`config.mk`:
```
export PLATFORM = sky130hd
export DESIGN_NAME = iopage_master_flat
export DESIGN_NICKNAME = d
export VERILOG_FILES = /design/src/rtl/iopage_pkg.sv /design/src/rtl/iopage_if.sv /design/src/rtl/iopage_strobe_timer.sv /design/src/rtl/iopage_master.sv /design/src/flat_wrapper.sv
export SDC_FILE = /design/constraint.sdc
export NUM_CORES = 1
export LEC_CHECK = 0
export ABC_CLOCK_PERIOD_IN_PS = 3900
export CAP_MARGIN = 20
export CORE_MARGIN = 4
export CORE_UTILIZATION = 50
export DETAILED_ROUTE_END_ITERATION = 16
export DONT_BUFFER_PORTS = 1
export GPL_TIMING_DRIVEN = 0
export PLACE_DENSITY = 0.7
export SETUP_SLACK_MARGIN = 0.15
export SKIP_CTS_REPAIR_TIMING = 1
export SLEW_MARGIN = 0
export SYNTH_ARGS = -nofsm -noshare
export SYNTH_HDL_FRONTEND = slang
export SYNTH_SLANG_ARGS = --single-unit
export TNS_END_PERCENT = 1
```
`constraint.sdc`:
```
create_clock -name clk -period 3.9 [get_ports clk]
set_input_delay 0.39 -clock clk [delete_from_list [all_inputs] [get_ports clk]]
set_output_delay 0.39 -clock clk [all_outputs]
set_load 0.1 [all_outputs]
```
`src/rtl/iopage_pkg.sv`:
```
// ----------------------------------------------------------------------------
// iopage_pkg
// Shared definitions for the I/O-page bus master: FSM state encoding, the
// I/O-page base address and the 9-bit upper-address match constant.
// Configuration macro used by the master: IOPAGE_ODD_TRAP_EN.
// ----------------------------------------------------------------------------
package iopage_pkg;

   typedef enum logic [1:0] {
      IDLE   = 2'd0,
      SETUP  = 2'd1,
      STROBE = 2'd2,
      DONE   = 2'd3
   } iop_state_t;

   localparam logic [21:0] IOPAGE_BASE  = 22'h3FE000;
   // cpu_addr[21:13] of every address inside the top 8 KB I/O page
   localparam logic [8:0]  IOPAGE_MATCH = 9'h1FF;

   function automatic logic in_iopage(input logic [21:0] a);
      return a[21:13] == IOPAGE_MATCH;
   endfunction

endpackage

```
`src/rtl/iopage_if.sv`:
```
// ----------------------------------------------------------------------------
// iopage_if
// Groups the CPU request/response handshake and the I/O-page device bus.
//   master : the bus master view (iopage_master)
//   slave  : the environment view (CPU + device mux / decoder)
// CPU side : cpu_req, cpu_wr, cpu_byte_op, cpu_addr, cpu_wdata  -> master
//            cpu_ready, cpu_rdata, cpu_nxm, cpu_odd              <- master
// Bus side : address, data_out, iopage_rd, iopage_wr,
//            iopage_byte_op                                      <- master
//            data_in, no_decode                                  -> master
// ----------------------------------------------------------------------------
interface iopage_if;
   logic        cpu_req;
   logic        cpu_wr;
   logic        cpu_byte_op;
   logic [21:0] cpu_addr;
   logic [15:0] cpu_wdata;
   logic        cpu_ready;
   logic [15:0] cpu_rdata;
   logic        cpu_nxm;
   logic        cpu_odd;
   logic [21:0] address;
   logic [15:0] data_out;
   logic [15:0] data_in;
   logic        iopage_rd;
   logic        iopage_wr;
   logic        iopage_byte_op;
   logic        no_decode;

   modport master (
      input  cpu_req, cpu_wr, cpu_byte_op, cpu_addr, cpu_wdata, data_in, no_decode,
      output cpu_ready, cpu_rdata, cpu_nxm, cpu_odd,
             address, data_out, iopage_rd, iopage_wr, iopage_byte_op
   );

   modport slave (
      output cpu_req, cpu_wr, cpu_byte_op, cpu_addr, cpu_wdata, data_in, no_decode,
      input  cpu_ready, cpu_rdata, cpu_nxm, cpu_odd,
             address, data_out, iopage_rd, iopage_wr, iopage_byte_op
   );
endinterface

```
`src/rtl/iopage_strobe_timer.sv`:
```
// ----------------------------------------------------------------------------
// iopage_strobe_timer
// Strobe-length down counter. Loaded with CYCLES-1 while the master is in
// SETUP, counts down while enabled in STROBE, and flags the final strobe
// cycle when the count reaches zero.
// Ports: clk, reset (sync, active high), load, en, last.
// ----------------------------------------------------------------------------
module iopage_strobe_timer #(
   parameter int CYCLES = 2
) (
   input  logic clk,
   input  logic reset,
   input  logic load,
   input  logic en,
   output logic last
);

   logic [3:0] cnt;

   always_ff @(posedge clk) begin
      if (reset)
         cnt <= 4'd0;
      else if (load)
         cnt <= 4'(CYCLES - 1);
      else if (en && cnt != 4'd0)
         cnt <= cnt - 4'd1;
   end

   assign last = (cnt == 4'd0);

endmodule

```
`src/rtl/iopage_master.sv`:
```
// ----------------------------------------------------------------------------
// iopage_master
// Turns one CPU request into one I/O-page bus cycle:
//   IDLE -> SETUP (address/byte qualifier out, strobes low)
//        -> STROBE (rd or wr held STROBE_CYCLES cycles)
//        -> DONE (one-cycle cpu_ready) -> IDLE
// Requests outside the I/O page go IDLE -> DONE with cpu_nxm set and no strobe.
// Ports: clk, reset (sync, active high), bus (iopage_if.master).
// Macro IOPAGE_ODD_TRAP_EN: when defined, word requests at odd addresses are
// trapped (cpu_odd, no strobe, priority over nxm); otherwise cpu_odd is 0
// and word addresses have bit 0 cleared.
// ----------------------------------------------------------------------------
module iopage_master
   import iopage_pkg::*;
#(
   parameter int STROBE_CYCLES = 2
) (
   input  logic     clk,
   input  logic     reset,
   iopage_if.master bus
);

   iop_state_t  state_q, state_d;
   logic        accept;
   logic        in_page;
   logic        odd_trap;
   logic        strobe_last;

   logic        wr_q;
   logic        byte_q;
   logic [21:0] addr_q;
   logic [15:0] dout_q;
   logic [15:0] rdata_q;
   logic        nxm_q;

   assign in_page = in_iopage(bus.cpu_addr);

`ifdef IOPAGE_ODD_TRAP_EN
   logic odd_q;

   assign odd_trap = ~bus.cpu_byte_op & bus.cpu_addr[0];

   always_ff @(posedge clk) begin
      if (reset)
         odd_q <= 1'b0;
      else if (accept)
         odd_q <= odd_trap;
   end

   assign bus.cpu_odd = odd_q;
`else
   assign odd_trap    = 1'b0;
   assign bus.cpu_odd = 1'b0;
`endif

   iopage_strobe_timer #(.CYCLES(STROBE_CYCLES)) u_timer (
      .clk   (clk),
      .reset (reset),
      .load  (state_q == SETUP),
      .en    (state_q == STROBE),
      .last  (strobe_last)
   );

   always_ff @(posedge clk) begin
      if (reset)
         state_q <= IDLE;
      else
         state_q <= state_d;
   end

   always_comb begin
      state_d = state_q;
      accept  = 1'b0;
      case (state_q)
         IDLE: begin
            if (bus.cpu_req) begin
               accept = 1'b1;
               if (odd_trap || !in_page)
                  state_d = DONE;
               else
                  state_d = SETUP;
            end
         end
         SETUP:   state_d = STROBE;
         STROBE:  if (strobe_last) state_d = DONE;
         DONE:    state_d = IDLE;   // cpu_req still high here is not a new request
         default: state_d = IDLE;
      endcase
   end

   always_ff @(posedge clk) begin
      if (reset) begin
         wr_q    <= 1'b0;
         byte_q  <= 1'b0;
         addr_q  <= '0;
         dout_q  <= '0;
         rdata_q <= '0;
         nxm_q   <= 1'b0;
      end else begin
         if (accept) begin
            nxm_q <= ~odd_trap & ~in_page;
            if (in_page && !odd_trap) begin
               wr_q   <= bus.cpu_wr;
               byte_q <= bus.cpu_byte_op;
               // word accesses are always even on the bus
               addr_q <= {bus.cpu_addr[21:1], bus.cpu_addr[0] & bus.cpu_byte_op};
               if (bus.cpu_wr)
                  dout_q <= bus.cpu_byte_op ? {2{bus.cpu_wdata[7:0]}} : bus.cpu_wdata;
            end
         end
         if (state_q == STROBE && strobe_last) begin
            nxm_q <= bus.no_decode;
            // an unclaimed read leaves the previous read data in place
            if (!wr_q && !bus.no_decode) begin
               if (!byte_q)
                  rdata_q <= bus.data_in;
               else if (addr_q[0])
                  rdata_q <= {8'h00, bus.data_in[15:8]};
               else
                  rdata_q <= {8'h00, bus.data_in[7:0]};
            end
         end
      end
   end

   assign bus.address        = addr_q;
   assign bus.data_out       = dout_q;
   assign bus.iopage_byte_op = byte_q & (state_q != IDLE);
   assign bus.iopage_rd      = (state_q == STROBE) & ~wr_q;
   assign bus.iopage_wr      = (state_q == STROBE) &  wr_q;
   assign bus.cpu_ready      = (state_q == DONE);
   assign bus.cpu_rdata      = rdata_q;
   assign bus.cpu_nxm        = nxm_q;

endmodule

```
`src/flat_wrapper.sv`:
```
// flat-port wrapper written by rule: the top's interface ports become plain ports
module iopage_master_flat import iopage_pkg::*;
#(
   parameter int STROBE_CYCLES = 2
)
  (clk, reset, bus_cpu_req, bus_cpu_wr, bus_cpu_byte_op, bus_cpu_addr, bus_cpu_wdata, bus_data_in, bus_no_decode, bus_cpu_ready, bus_cpu_rdata, bus_cpu_nxm, bus_cpu_odd, bus_address, bus_data_out, bus_iopage_rd, bus_iopage_wr, bus_iopage_byte_op);
  iopage_if bus_i ();
  input  logic clk;
  input  logic reset;
  input wire logic [$bits(bus_i.cpu_req)-1:0] bus_cpu_req;
  input wire logic [$bits(bus_i.cpu_wr)-1:0] bus_cpu_wr;
  input wire logic [$bits(bus_i.cpu_byte_op)-1:0] bus_cpu_byte_op;
  input wire logic [$bits(bus_i.cpu_addr)-1:0] bus_cpu_addr;
  input wire logic [$bits(bus_i.cpu_wdata)-1:0] bus_cpu_wdata;
  input wire logic [$bits(bus_i.data_in)-1:0] bus_data_in;
  input wire logic [$bits(bus_i.no_decode)-1:0] bus_no_decode;
  output wire logic [$bits(bus_i.cpu_ready)-1:0] bus_cpu_ready;
  output wire logic [$bits(bus_i.cpu_rdata)-1:0] bus_cpu_rdata;
  output wire logic [$bits(bus_i.cpu_nxm)-1:0] bus_cpu_nxm;
  output wire logic [$bits(bus_i.cpu_odd)-1:0] bus_cpu_odd;
  output wire logic [$bits(bus_i.address)-1:0] bus_address;
  output wire logic [$bits(bus_i.data_out)-1:0] bus_data_out;
  output wire logic [$bits(bus_i.iopage_rd)-1:0] bus_iopage_rd;
  output wire logic [$bits(bus_i.iopage_wr)-1:0] bus_iopage_wr;
  output wire logic [$bits(bus_i.iopage_byte_op)-1:0] bus_iopage_byte_op;
  assign bus_i.cpu_req = bus_cpu_req;
  assign bus_i.cpu_wr = bus_cpu_wr;
  assign bus_i.cpu_byte_op = bus_cpu_byte_op;
  assign bus_i.cpu_addr = bus_cpu_addr;
  assign bus_i.cpu_wdata = bus_cpu_wdata;
  assign bus_i.data_in = bus_data_in;
  assign bus_i.no_decode = bus_no_decode;
  assign bus_cpu_ready = bus_i.cpu_ready;
  assign bus_cpu_rdata = bus_i.cpu_rdata;
  assign bus_cpu_nxm = bus_i.cpu_nxm;
  assign bus_cpu_odd = bus_i.cpu_odd;
  assign bus_address = bus_i.address;
  assign bus_data_out = bus_i.data_out;
  assign bus_iopage_rd = bus_i.iopage_rd;
  assign bus_iopage_wr = bus_i.iopage_wr;
  assign bus_iopage_byte_op = bus_i.iopage_byte_op;
  iopage_master #(.STROBE_CYCLES(STROBE_CYCLES)) u_core (.clk(clk), .reset(reset), .bus(bus_i));
endmodule
```
Word level (Yosys, flattened, before mapping)
Index checks and enable logic that the tools add are counted.
{"block": "op_classes", "eq_ne": 6, "bitwise_logic": 6, "muxes": 13, "addsub": 1, "reduce_logical": 16}
{"op": "two-way mux 16 bit", "n": 2}
{"op": "equality test 9 bit (second input constant)", "n": 1}
{"op": "two-way mux 8 bit", "n": 1}
{"op": "one-hot mux 2 bit (4 select lines)", "n": 1}
{"op": "two-way mux 1 bit", "n": 6}
{"op": "two-way mux 2 bit", "n": 3}
{"op": "AND reduction 2 bit", "n": 3}
{"op": "nonzero test 2 bit", "n": 3}
{"op": "bitwise AND 1 bit", "n": 4}
{"op": "equality test 2 bit (second input constant)", "n": 2}
{"op": "logical NOT 4 bit", "n": 1}
{"op": "nonzero test 4 bit", "n": 1}
{"op": "subtractor 4 x 1 -> 4 bit (second input constant)", "n": 1}
{"op": "logical AND 1 bit", "n": 3}
{"op": "AND reduction 3 bit", "n": 1}
{"op": "equality test 2 x 1 -> 1 bit (second input constant)", "n": 1}
{"op": "logical NOT 1 bit", "n": 2}
{"op": "logical NOT 2 bit", "n": 1}
{"op": "!= test 2 x 1 -> 1 bit (second input constant)", "n": 1}
{"op": "!= test 2 bit (second input constant)", "n": 1}
{"op": "NOT 1 bit", "n": 2}
{"op": "OR reduction 2 bit", "n": 1}
{"block": "word_totals", "ff_bits": 63, "wordCells": 51, "output_inout_bits": 60, "in_bits": 60}

Depth between registers and ports, before layout
Gate-level depths: netlist of run 1.
{"block": "logic_depth", "ltp_word": 4, "depth_mapped": 8, "mapped_depth_nobuf": 6}

Cells and area by module
Synthesis of run 1 repeated with hierarchy kept, for this count alone.
{"block": "hier_totals", "cells_unflattened": 304, "hier_area_um2": 2631.3}
{"module": "iopage_master", "seq_area_each_um2": 1181.1, "cells_each": 280, "area_each_um2": 2418.6, "instances": 1}
{"module": "iopage_strobe_timer", "seq_area_each_um2": 80.1, "cells_each": 24, "area_each_um2": 212.7, "instances": 1}

Worst setup path after synthesis of run 1
OpenSTA, ideal clock, no wires.
{"block": "synth_timing", "kind": "register to output", "start": "register u_core.byte_q", "end": "output port bus_iopage_byte_op", "t_required_ps": 3510, "n_path_buf": 2, "slack_ps": 1369, "path_stages_with_launch": 4, "arrival_time_ps": 2141, "cell_sequence": "dfxtp_1 > clkbuf_1 > clkbuf_1 > nor2b_1"}
{"block": "synth_via", "elab_chain_cells": 1}
{"item": "start: declaration", "line_no": "iopage_master.sv:30", "text": "logic byte_q;"}
{"item": "start signal: assignment", "line_no": "iopage_master.sv:104", "text": "byte_q <= bus.cpu_byte_op;"}
{"item": "bitwise AND 1 bit", "line_no": "iopage_master.sv:128", "text": "assign bus.iopage_byte_op = byte_q & (state_q != IDLE);"}
{"item": "end: declaration", "line_no": "flat_wrapper.sv:25", "text": "output wire logic [$bits(bus_i.iopage_byte_op)-1:0] bus_iopage_byte_op;"}
No other way between the ends.

Worst setup path in the final report of run 1
Ends and elaborated chain as after synthesis.

==> impl_metrics.csv, run 1 <==
group,metric,value,unit
yosys,synth.distinct_cells,38,
power,power.leakage,1.02,nW
die,core.rowCount,26,
sta,worst_slew_pin_slew,1.08,ns
die,fp.dieH,80.4,µm
die,die_area,6470,µm²
global_route,grt_first_pass_wirelength,9850,µm
yosys,synthSimpleGateAreaFrac,24.9,%
critical_path,r2r_start,"u_core.state_q[0]",
power,p_seq_share,51.7,%
detailed_routing,drt_pass1_iterations,4,
critical_path,worst_ep_arrival_time,2.20,ns
detailed_routing,m1WireLength,2610,µm
finish,multi_input_area,1230,µm²
yosys,synth.area.mux_share,6.10,%
detailed_routing,drc,0,
yosys,ys_warn_count,0,
sta,max_slew_margin,28.0,%
global_route,antenna_found_initial,0,
detailed_routing,via_per_inst,5.38,
die,io_pins,120,
cts,clk_pin_slew,0.07,ns
sta,finalSetupTns,0,ns
critical_path,crit_type,"reg2out",
yosys,syn_inst,297,
sta,period_needed,2.59,ns
cts,cts_tree,"done",
detailed_routing,top_layer_used,"met4",
yosys,synth_top_family_by_area,"simple AND/OR/NAND/NOR gates",
critical_path,crit_path_start_kind,"register",
detailed_routing,vias,2062,
sta,rsz0062_at_grt,"no",
hold_path,hp-start,"bus_cpu_addr[10]",
sta,finalCritPeriodShare,66.3,%
detailed_routing,ant_nets,0,
power,ir_worst_vdd,0.262,mV
cts,clk_latency,0.33,ns
detailed_routing,wire_per_inst,16.1,µm
critical_path,worstPathRequired,3.51,ns
yosys,synth_edf_count,0,
cts,cts.sinks,63,
die,core_area,5110,µm²
finish,diodes,0,
power,powerDensity,643,nW/µm²
finish,final_common_cell,"dfxtp_1",
finish,syn2layout_area_growth,11.0,%
sta,hold_viol_final,0,
detailed_routing,dr_wl_met2,2750,µm
detailed_routing,drt_iter0_drc,92,
yosys,synth_flop_cell,"dfxtp_1",
yosys,ys_ff_latch,63,
hold_path,min_path_type,"in2reg",
finish,drive_above_1_share,13.1,%
sta,fin_hold_ws,0.189,ns
power,p_sw,0.000764,W
finish,fill_cells,485,
sta,setup_viol,0,
yosys,synthArstFlopShare,0,%
critical_path,worstSetupStartpoint,"u_core.byte_q",
yosys,seq_area_frac_synth,48.1,%
flow_run,drv_cap,0,
power,p_clk_share,30.0,%
sta,report.final.slew_viol_count,0,
critical_path,cp_max_fo,10,
yosys,synth_xor_area_share,1.00,%
yosys,synth_compound_area_share,12.3,%
cts,cts.htree.levels,3,
die,start_util,51.4,%
place,gp_congestion,0.786,
finish,layout.nets,373,
yosys,synth.avg_cell_area,8.83,µm²
place,hpwl,4700,µm
place,portBuffers,0,
cts,cts_buffers,9,
critical_path,end_kind,"primary output",
global_route,overflow,0,
die,die_w,80.4,µm
sta,fmax,386,MHz
global_route,grt_usage,19.8,%
yosys,yosys.area_share.adder,2.38,%
yosys,synth_fp_nets,362,
cts,cts.path.max_buffers,2,
detailed_routing,wl,6160,µm
detailed_routing,wl_met3,732,µm
global_route,grt_start_max_net_pins,13,
power,p_sw_share,40.8,%
power,p_comb_share,18.3,%
outcome,status,"complete, no violations",
power,cellInternalPower,0.00111,W
finish,regArea,1260,µm²
global_route,grt_pass1_vias,2062,
sta,clock_skew,0.00749,ns
yosys,syn_area,2620,µm²
cts,cts_root_buffer,"clkbuf_8",
finish,final_cell_mix,"63 x dfxtp_1, 47 x nand2_1, 45 x nor2_1, 26 x a21oi_1, 16 x mux2i_1",
cell usage after synthesis (all sizes together) (2+ instances only):
cell type | count | area share [%]
a211oi | 8 | 3.8
a21oi | 26 | 5.0
a311oi | 8 | 2.7
and2 | 2 | 0.48
buf | 11 | 2.8
clkbuf | 10 | 1.5
dfxtp | 63 | 48
ha | 5 | 2.4
inv | 6 | 0.86
mux2i | 16 | 6.1
nand2 | 48 | 7.0
nand3 | 14 | 2.7
nand3b | 9 | 2.6
nor2 | 47 | 6.8
nor3 | 6 | 1.3
nor4 | 2 | 1.3
or3 | 2 | 0.48
xor2 | 2 | 0.67
power groups by stage:
stage               clock (W)  sequential (W)  combinational [W]
finish               0.000563        0.000969           0.000342
global route         0.000602        0.000977           0.000388
CTS                  0.000573        0.000972           0.000343
detailed placement          0        0.000986           0.000341
global placement            0        0.000984           0.000335
floorplan                   0        0.000972           0.000291
final cells by class:
class	instances	share of cell area (%)
inverters	6	0.773
clock buffers	9	4.25
flip-flops and latches	63	43.3
plain buffers	21	3.82
well taps	70	3.01
clock inverters	7	2.49
multi-input cells	207	42.4
state kept, by name, summed over array words and instances (netlist names):
signal                cells
u_core.bus.data_out      16
u_core.state_q            2
u_core.bus.address       22
u_core.bus.cpu_rdata     16
u_core.bus.cpu_nxm        1
u_core.byte_q             1
u_core.u_timer.cnt        4
u_core.wr_q               1
metrics by stage:
step / util (%) / setup WS [ns] / power, W / cells / cell area [µm²]
after detailed placement: 53.2 / 1.66 / 0.00133 / 367 / 2720
after CTS: 57.0 / 1.27 / 0.00189 / 383 / 2910
after floorplan: - / 1.37 / 0.00126 / 297 / 2620
final: 57.0 / 1.31 / 0.00187 / 383 / 2910
after global placement: 53.1 / 1.13 / 0.00132 / 367 / 2710
after global routing: 57.0 / 1.15 / 0.00197 / 383 / 2910
logic make-up (layout without fill, tap and decap cells):
kind of cell,count (synthesis),count (layout)
xor+xnor,3,3
mux,16,16
compound gates,45,45
other cells,1,1
buf+inv,27,43
simple gates,137,137
fa+ha+maj,5,5
flops,63,63
final timing paths:
kind | end | slack (ns) | depth (start not counted)
setup / recovery | bus_iopage_byte_op | 1.31 | 3
hold / removal | u_core.bus.address[10] | 0.19 | 2
hold reg to reg | u_core.u_timer.cnt[1] | 0.52 | 2
setup reg to reg | u_core.bus.data_out[6] | 1.85 | 7
critical path: stages, from the launching register on:
cell      delay, ns
dfxtp_1        0.31
clkbuf_1       0.30
clkbuf_1       0.33
nor2b_2        0.92
layer usage:
| metal | GRT usage [%] | up-vias |
|---|---|---|
| met5 | 0 | - |
| met4 | 8.28 | 0 |
| met3 | 7.29 | 9 |
| met2 | 30.4 | 98 |
| met1 | 25.1 | 924 |
| li1 | - | 1031 |
Note: power is estimated with default switching activity, not from simulation.
==> run 2, diff against run 1 <==
ABC_AREA = 1   (was not set)
ABC_CLOCK_PERIOD_IN_PS = 2300   (was 3900)
PLACE_DENSITY = 0.73   (was 0.7)
clock period = 2.3 ns   (was 3.9 ns; I/O delays follow)
==> run 2 against run 1 <==
Non-clock buffer count shrank 1; highest routed layer unchanged; critical path type is now reg2reg; sequential share of layout area shrank 1.5 points; register-to-register slack lost 1.7 ns.
==> impl_metrics.csv, run 2 <==
group,metric,value,unit
finish,finalNonFillerCells,466,
yosys,synth_fp_nets,445,
yosys,ys_ff_latch,63,
die,die_w,81.7,µm
finish,final_cell_mix,"121 x nor2_1, 63 x dfxtp_1, 49 x nand2_1, 27 x inv_1",
yosys,synth.distinct_cells,28,
critical_path,reg2reg_slack,0.16,ns
place,gp_congestion,0.819,
yosys,ys_warn_count,0,
die,core_area,5170,µm²
sta,report.final.slew_viol_count,0,
die,die_area,6670,µm²
sta,fin_hold_ws,0.0410,ns
yosys,ys_top_cells_by_area,"dfxtp_1 46%, nor2_1 17%, nand2_1 6.8%",
place,hpwl,4920,µm
critical_path,reg2regPathDepth,6,
cts,cts_tree,"done",
critical_path,worstSetupStartpoint,"u_core.bus.address[0]",
sta,setup_viol,0,
yosys,synth.avg_cell_area,7.14,µm²
hold_path,hp-start,"bus_cpu_addr[6]",
finish,drive_above_1_share,9.60,%
critical_path,worstPathRequired,2.54,ns
yosys,synth.area.mux_share,2.95,%
sta,period_needed,2.14,ns
hold_path,hold_depth,2,
die,start_util,52.5,%
finish,final_common_cell,"nor2_1",
global_route,grt_pass1_vias,2233,
detailed_routing,drt_iter0_drc,85,
yosys,synthArstFlopShare,0,%
yosys,synthSimpleGateAreaFrac,30.0,%
die,core.rowCount,26,
finish,syn2layout_area_growth,11.2,%
sta,worst_slew_pin_slew,1.06,ns
cts,cts_root_buffer,"clkbuf_8",
sta,hold_viol_final,0,
finish,layout.nets,456,
power,powerDensity,1180,nW/µm²
outcome,status,"complete, no violations",
place,place_inst,450,
global_route,grt_start_max_net_pins,13,
yosys,synthTopCellsByCount,"123 x nor2_1, 63 x dfxtp_1, 49 x nand2_1, 27 x inv_1",
yosys,synth_compound_area_share,9.31,%
yosys,yosys.area_share.adder,2.31,%
yosys,seq_area_frac_synth,46.5,%
yosys,syn_area,2710,µm²
critical_path,crit_top_cell,"nand2_1",
critical_path,r2r-end,"u_core.bus.cpu_rdata[5]",
sta,rsz0062_at_grt,"yes",
hold_path,min_path_type,"in2reg",
global_route,antenna_found_initial,0,
finish,diodes,0,
yosys,post-synth-top-count-cell,"nor2_1",
yosys,yosysTopAreaCell,"dfxtp_1",
yosys,synth_flop_cell,"dfxtp_1",
cts,cts_buffers,9,
cts,cts.sinks,63,
critical_path,cpMaxStageDelayCell,"dfxtp_1",
critical_path,r2r_start,"u_core.bus.address[0]",
power,power.leakage,1.30,nW
yosys,synth_top_family_by_area,"simple AND/OR/NAND/NOR gates",
sta,finalSetupTns,0,ns
flow_run,drv_cap,0,
critical_path,end_kind,"register",
detailed_routing,vias,2345,
sta,fmax,468,MHz
cts,clk_latency,0.34,ns
sta,clock_skew,0.00976,ns
die,fp.dieH,81.7,µm
cts,clk_pin_slew,0.08,ns
detailed_routing,drc,0,
critical_path,worstPathCellList,"nand2_1 > clkbuf_1 > nand2_1 > o21ai_0 > o21ai_1 > nor2_1",
die,io_pins,120,
detailed_routing,drt_pass1_iterations,4,
critical_path,crit_path_start_kind,"register",
sta,finalCritPeriodShare,92.8,%
cts,cts.htree.levels,3,
finish,largest_reg_flops,22,
critical_path,slowest_delay,1.03,ns
global_route,overflow,0,
global_route,grt_first_pass_wirelength,10500,µm
yosys,synth_edf_count,0,
global_route,grt_usage,20.8,%
critical_path,crit_type,"reg2reg",
sta,max_slew_margin,29.0,%
detailed_routing,wire_per_inst,14.1,µm
critical_path,worst_ep_arrival_time,2.37,ns
cts,cts.path.max_buffers,2,
detailed_routing,wl,6580,µm
detailed_routing,ant_nets,0,
yosys,syn_inst,380,
power,ir_worst_vdd,0.557,mV
critical_path,cp_max_fo,10,
yosys,yosys.area.top_type_share,46.5,%
detailed_routing,via_per_inst,5.03,
yosys,synth_xor_area_share,0.323,%
hold_path,holdPathEnd,"u_core.bus.address[6]",
finish,final_util,58.3,%
place,portBuffers,0,
## run 2: logic make-up after synthesis
kind of cell,count (synthesis)
AND/OR/NAND/NOR,200
flip-flops,63
buffers and inverters,53
AO/OA/AOI/OAI,49
multiplexers,8
adder cells (fa/ha/maj),5
other,1
XOR/XNOR,1
## run 2: layout make-up
type	count	area, µm²
fill	518	2150
sequential	63	1260
multi-input combinational	264	1230
clock buffer	10	138
inverter	33	124
buffer	20	106
tap	70	87.6
clock inverter	6	68.8
## run 2: metrics by stage
| stage | instance area (µm²) | setup slack, ns | power [W] |
|---|---|---|---|
| 2_1_floorplan | 2710 | 0.156 | 0.00248 |
| 3_3_place_gp | 2800 | -0.0493 | 0.00258 |
| 3_5_place_dp | 2810 | 0.189 | 0.00260 |
| 4_1_cts | 3010 | 0.0428 | 0.00359 |
| 5_1_grt | 3020 | 0.0385 | 0.00376 |
| 6_report | 3020 | 0.165 | 0.00357 |
## run 2: how the worst max path moves through the flow
| stage | cells after the start | slack (ns) | to |
|---|---|---|---|
| 2_1_floorplan | 3 | 0.16 | bus_iopage_byte_op |
| 3_3_place_gp | 3 | -0.05 | bus_iopage_byte_op |
| 3_5_place_dp | 6 | 0.19 | u_core.bus.cpu_rdata[5] |
| 4_1_cts | 3 | 0.04 | bus_iopage_byte_op |
| 5_1_grt | 6 | 0.04 | u_core.bus.cpu_rdata[6] |
| 6_report | 6 | 0.16 | u_core.bus.cpu_rdata[5] |
## run 2: worst max-delay path: cells and delay by family, from the launching register on
kind	cells	cell delay (ns)
flip-flops	1	1.03
AND/OR/NAND/NOR	3	0.51
buffers and inverters	1	0.29
AO/OA/AOI/OAI	2	0.22
## run 2: routing by layer
layer	GRT usage (%)	part of all wire, %
met1	25.0	42
met2	33.3	47
met3	7.68	8.9
met4	9.14	1.8
met5	0	0
## run 2: power breakdown
group	internal, W	switching (W)
clock	0.000533	0.000450
combinational	0.000211	0.000462
sequential	0.00121	0.000704
==> run 3, diff against run 2 <==
CORE_MARGIN = not set   (was 4)
==> run 3 against run 2 <==
Sequential power hardly changed; setup slack better by 0.21 ns; global-route usage is 2.1 points higher; clock skew is 0.0022 ns lower; die area is 14% lower; clock power is 8% higher; first-iteration DRC count is 38% higher; non-clock buffer count stayed put; fmax is 11% higher; register-to-register slack better by 0.25 ns; utilization is 0.39 points higher; largest cell class unchanged; largest power group unchanged.
==> impl_metrics.csv, run 3 (synthesized netlist as in run 2, its figures left out) <==
group,metric,value,unit
die,fp.dieH,75.7,µm
finish,diodes,0,
sta,setup_viol,0,
die,die_w,75.7,µm
die,die_area,5730,µm²
global_route,grt_usage,22.9,%
critical_path,end_kind,"primary output",
cts,cts.path.max_buffers,2,
power,p_comb_share,18.6,%
global_route,grt_pass1_vias,2145,
global_route,grt_start_max_net_pins,13,
finish,largest_reg_flops,22,
global_route,antenna_found_initial,0,
cts,cts.sinks,63,
sta,worst_slew_pin_slew,1.01,ns
die,start_util,52.5,%
flow_run,drv_cap,0,
global_route,overflow,0,
finish,final_common_cell,"nor2_1",
power,p_clk_share,29.0,%
finish,layout.nets,456,
power,powerDensity,1200,nW/µm²
outcome,status,"complete, no violations",
critical_path,worst_ep_arrival_time,1.69,ns
die,io_pins,120,
cts,cts.htree.levels,3,
hold_path,min_path_type,"in2reg",
critical_path,crit_type,"reg2out",
power,p_sw,0.00161,W
cts,clk_latency,0.33,ns
cts,cts_buffers,9,
power,power.leakage,1.31,nW
sta,clock_skew,0.00757,ns
power,ir_worst_vdd,0.548,mV
finish,final_util,58.7,%
sta,finalSetupTns,0,ns
finish,fill_cells,478,
cts,cts_root_buffer,"clkbuf_8",
sta,hold_viol_final,0,
sta,max_slew_margin,32.8,%
die,core_area,5170,µm²
power,cellInternalPower,0.00204,W
detailed_routing,drt_iter0_drc,117,
finish,final_cell_mix,"121 x nor2_1, 62 x dfxtp_1, 49 x nand2_1, 27 x inv_1",
sta,rsz0062_at_grt,"no",
finish,drive_above_1_share,9.85,%
sta,report.final.slew_viol_count,0,
detailed_routing,vias,2375,
cts,clk_pin_slew,0.07,ns
detailed_routing,drt_pass1_iterations,5,
detailed_routing,ant_nets,0,
die,core.rowCount,26,
critical_path,crit_top_cell,"inv_1",
critical_path,cp_max_fo,4,
finish,multi_input_area,1240,µm²
cts,cts_tree,"done",
global_route,grt_first_pass_wirelength,9610,µm
detailed_routing,wire_per_inst,13.4,µm
place,portBuffers,0,
finish,regArea,1260,µm²
finish,syn2layout_area_growth,11.9,%
detailed_routing,via_per_inst,5.10,
critical_path,cpMaxStageDelayCell,"inv_1",
critical_path,worstPathRequired,2.07,ns
sta,finalCritPeriodShare,83.6,%
critical_path,worstPathCellList,"inv_1 > ha_1 > nand2_1 > inv_1",
detailed_routing,wl,6270,µm
power,p_sw_share,44.2,%
sta,period_needed,1.92,ns
power,p_seq_share,52.4,%
sta,fin_hold_ws,0.0425,ns
place,gp_congestion,0.800,
critical_path,crit_path_start_kind,"register",
sta,fmax,520,MHz
detailed_routing,drc,0,
place,hpwl,4690,µm
critical_path,slowest_delay,0.61,ns
power,finalPower,0.00365,W
[run 3: power by group through the flow]
stage	clock network, W	logic, W	registers, W
2_1_floorplan	0	0.000564	0.00191
3_3_place_gp	0	0.000640	0.00193
3_5_place_dp	0	0.000664	0.00194
4_1_cts	0.00107	0.000669	0.00191
5_1_grt	0.00112	0.000775	0.00193
6_report	0.00106	0.000679	0.00191
[run 3: through the flow]
stage / cells / cell area [µm²] / setup WS [ns]
global placement: 450 / 2800 / -0.0384
finish: 466 / 3040 / 0.377
detailed placement: 450 / 2810 / 0.167
CTS: 466 / 3030 / 0.0554
global route: 466 / 3040 / 0.250
floorplan: 380 / 2710 / 0.156
[run 3: area by class of cell]
| class | count | area share [%] |
|---|---|---|
| buffer | 20 | 3.50 |
| clock buffer | 9 | 4.08 |
| clock inverter | 7 | 3.17 |
| inverter | 33 | 4.08 |
| multi-input combinational | 264 | 40.7 |
| sequential | 63 | 41.6 |
| tap | 70 | 2.88 |
[run 3: worst max-delay path, delay by kind of cell (launching register included)]
kind,cells,cell delay [ns]
buffers and inverters,2,0.71
flip-flops,1,0.34
adder cells (fa/ha/maj),1,0.24
AND/OR/NAND/NOR,1,0.07
[run 3: final timing paths]
kind | from | to | slack [ns] | cells past startpoint
max | u_core.state_q[0] | bus_iopage_wr | 0.38 | 4
min | bus_cpu_addr[5] | u_core.bus.address[5] | 0.04 | 2
max reg2reg | u_core.state_q[0] | u_core.bus.address[0] | 0.41 | 8
min reg2reg | u_core.u_timer.cnt[0] | u_core.u_timer.cnt[0] | 0.49 | 2
[run 3: per-layer routing]
layer / GRT usage [%] / share of wire (%) / up-vias
met4: 10.1 / 2.0 / 0
met3: 7.80 / 7.9 / 10
li1: - / - / 1203
met2: 35.7 / 46 / 89
met1: 28.9 / 44 / 1073
met5: 0 / 0 / -
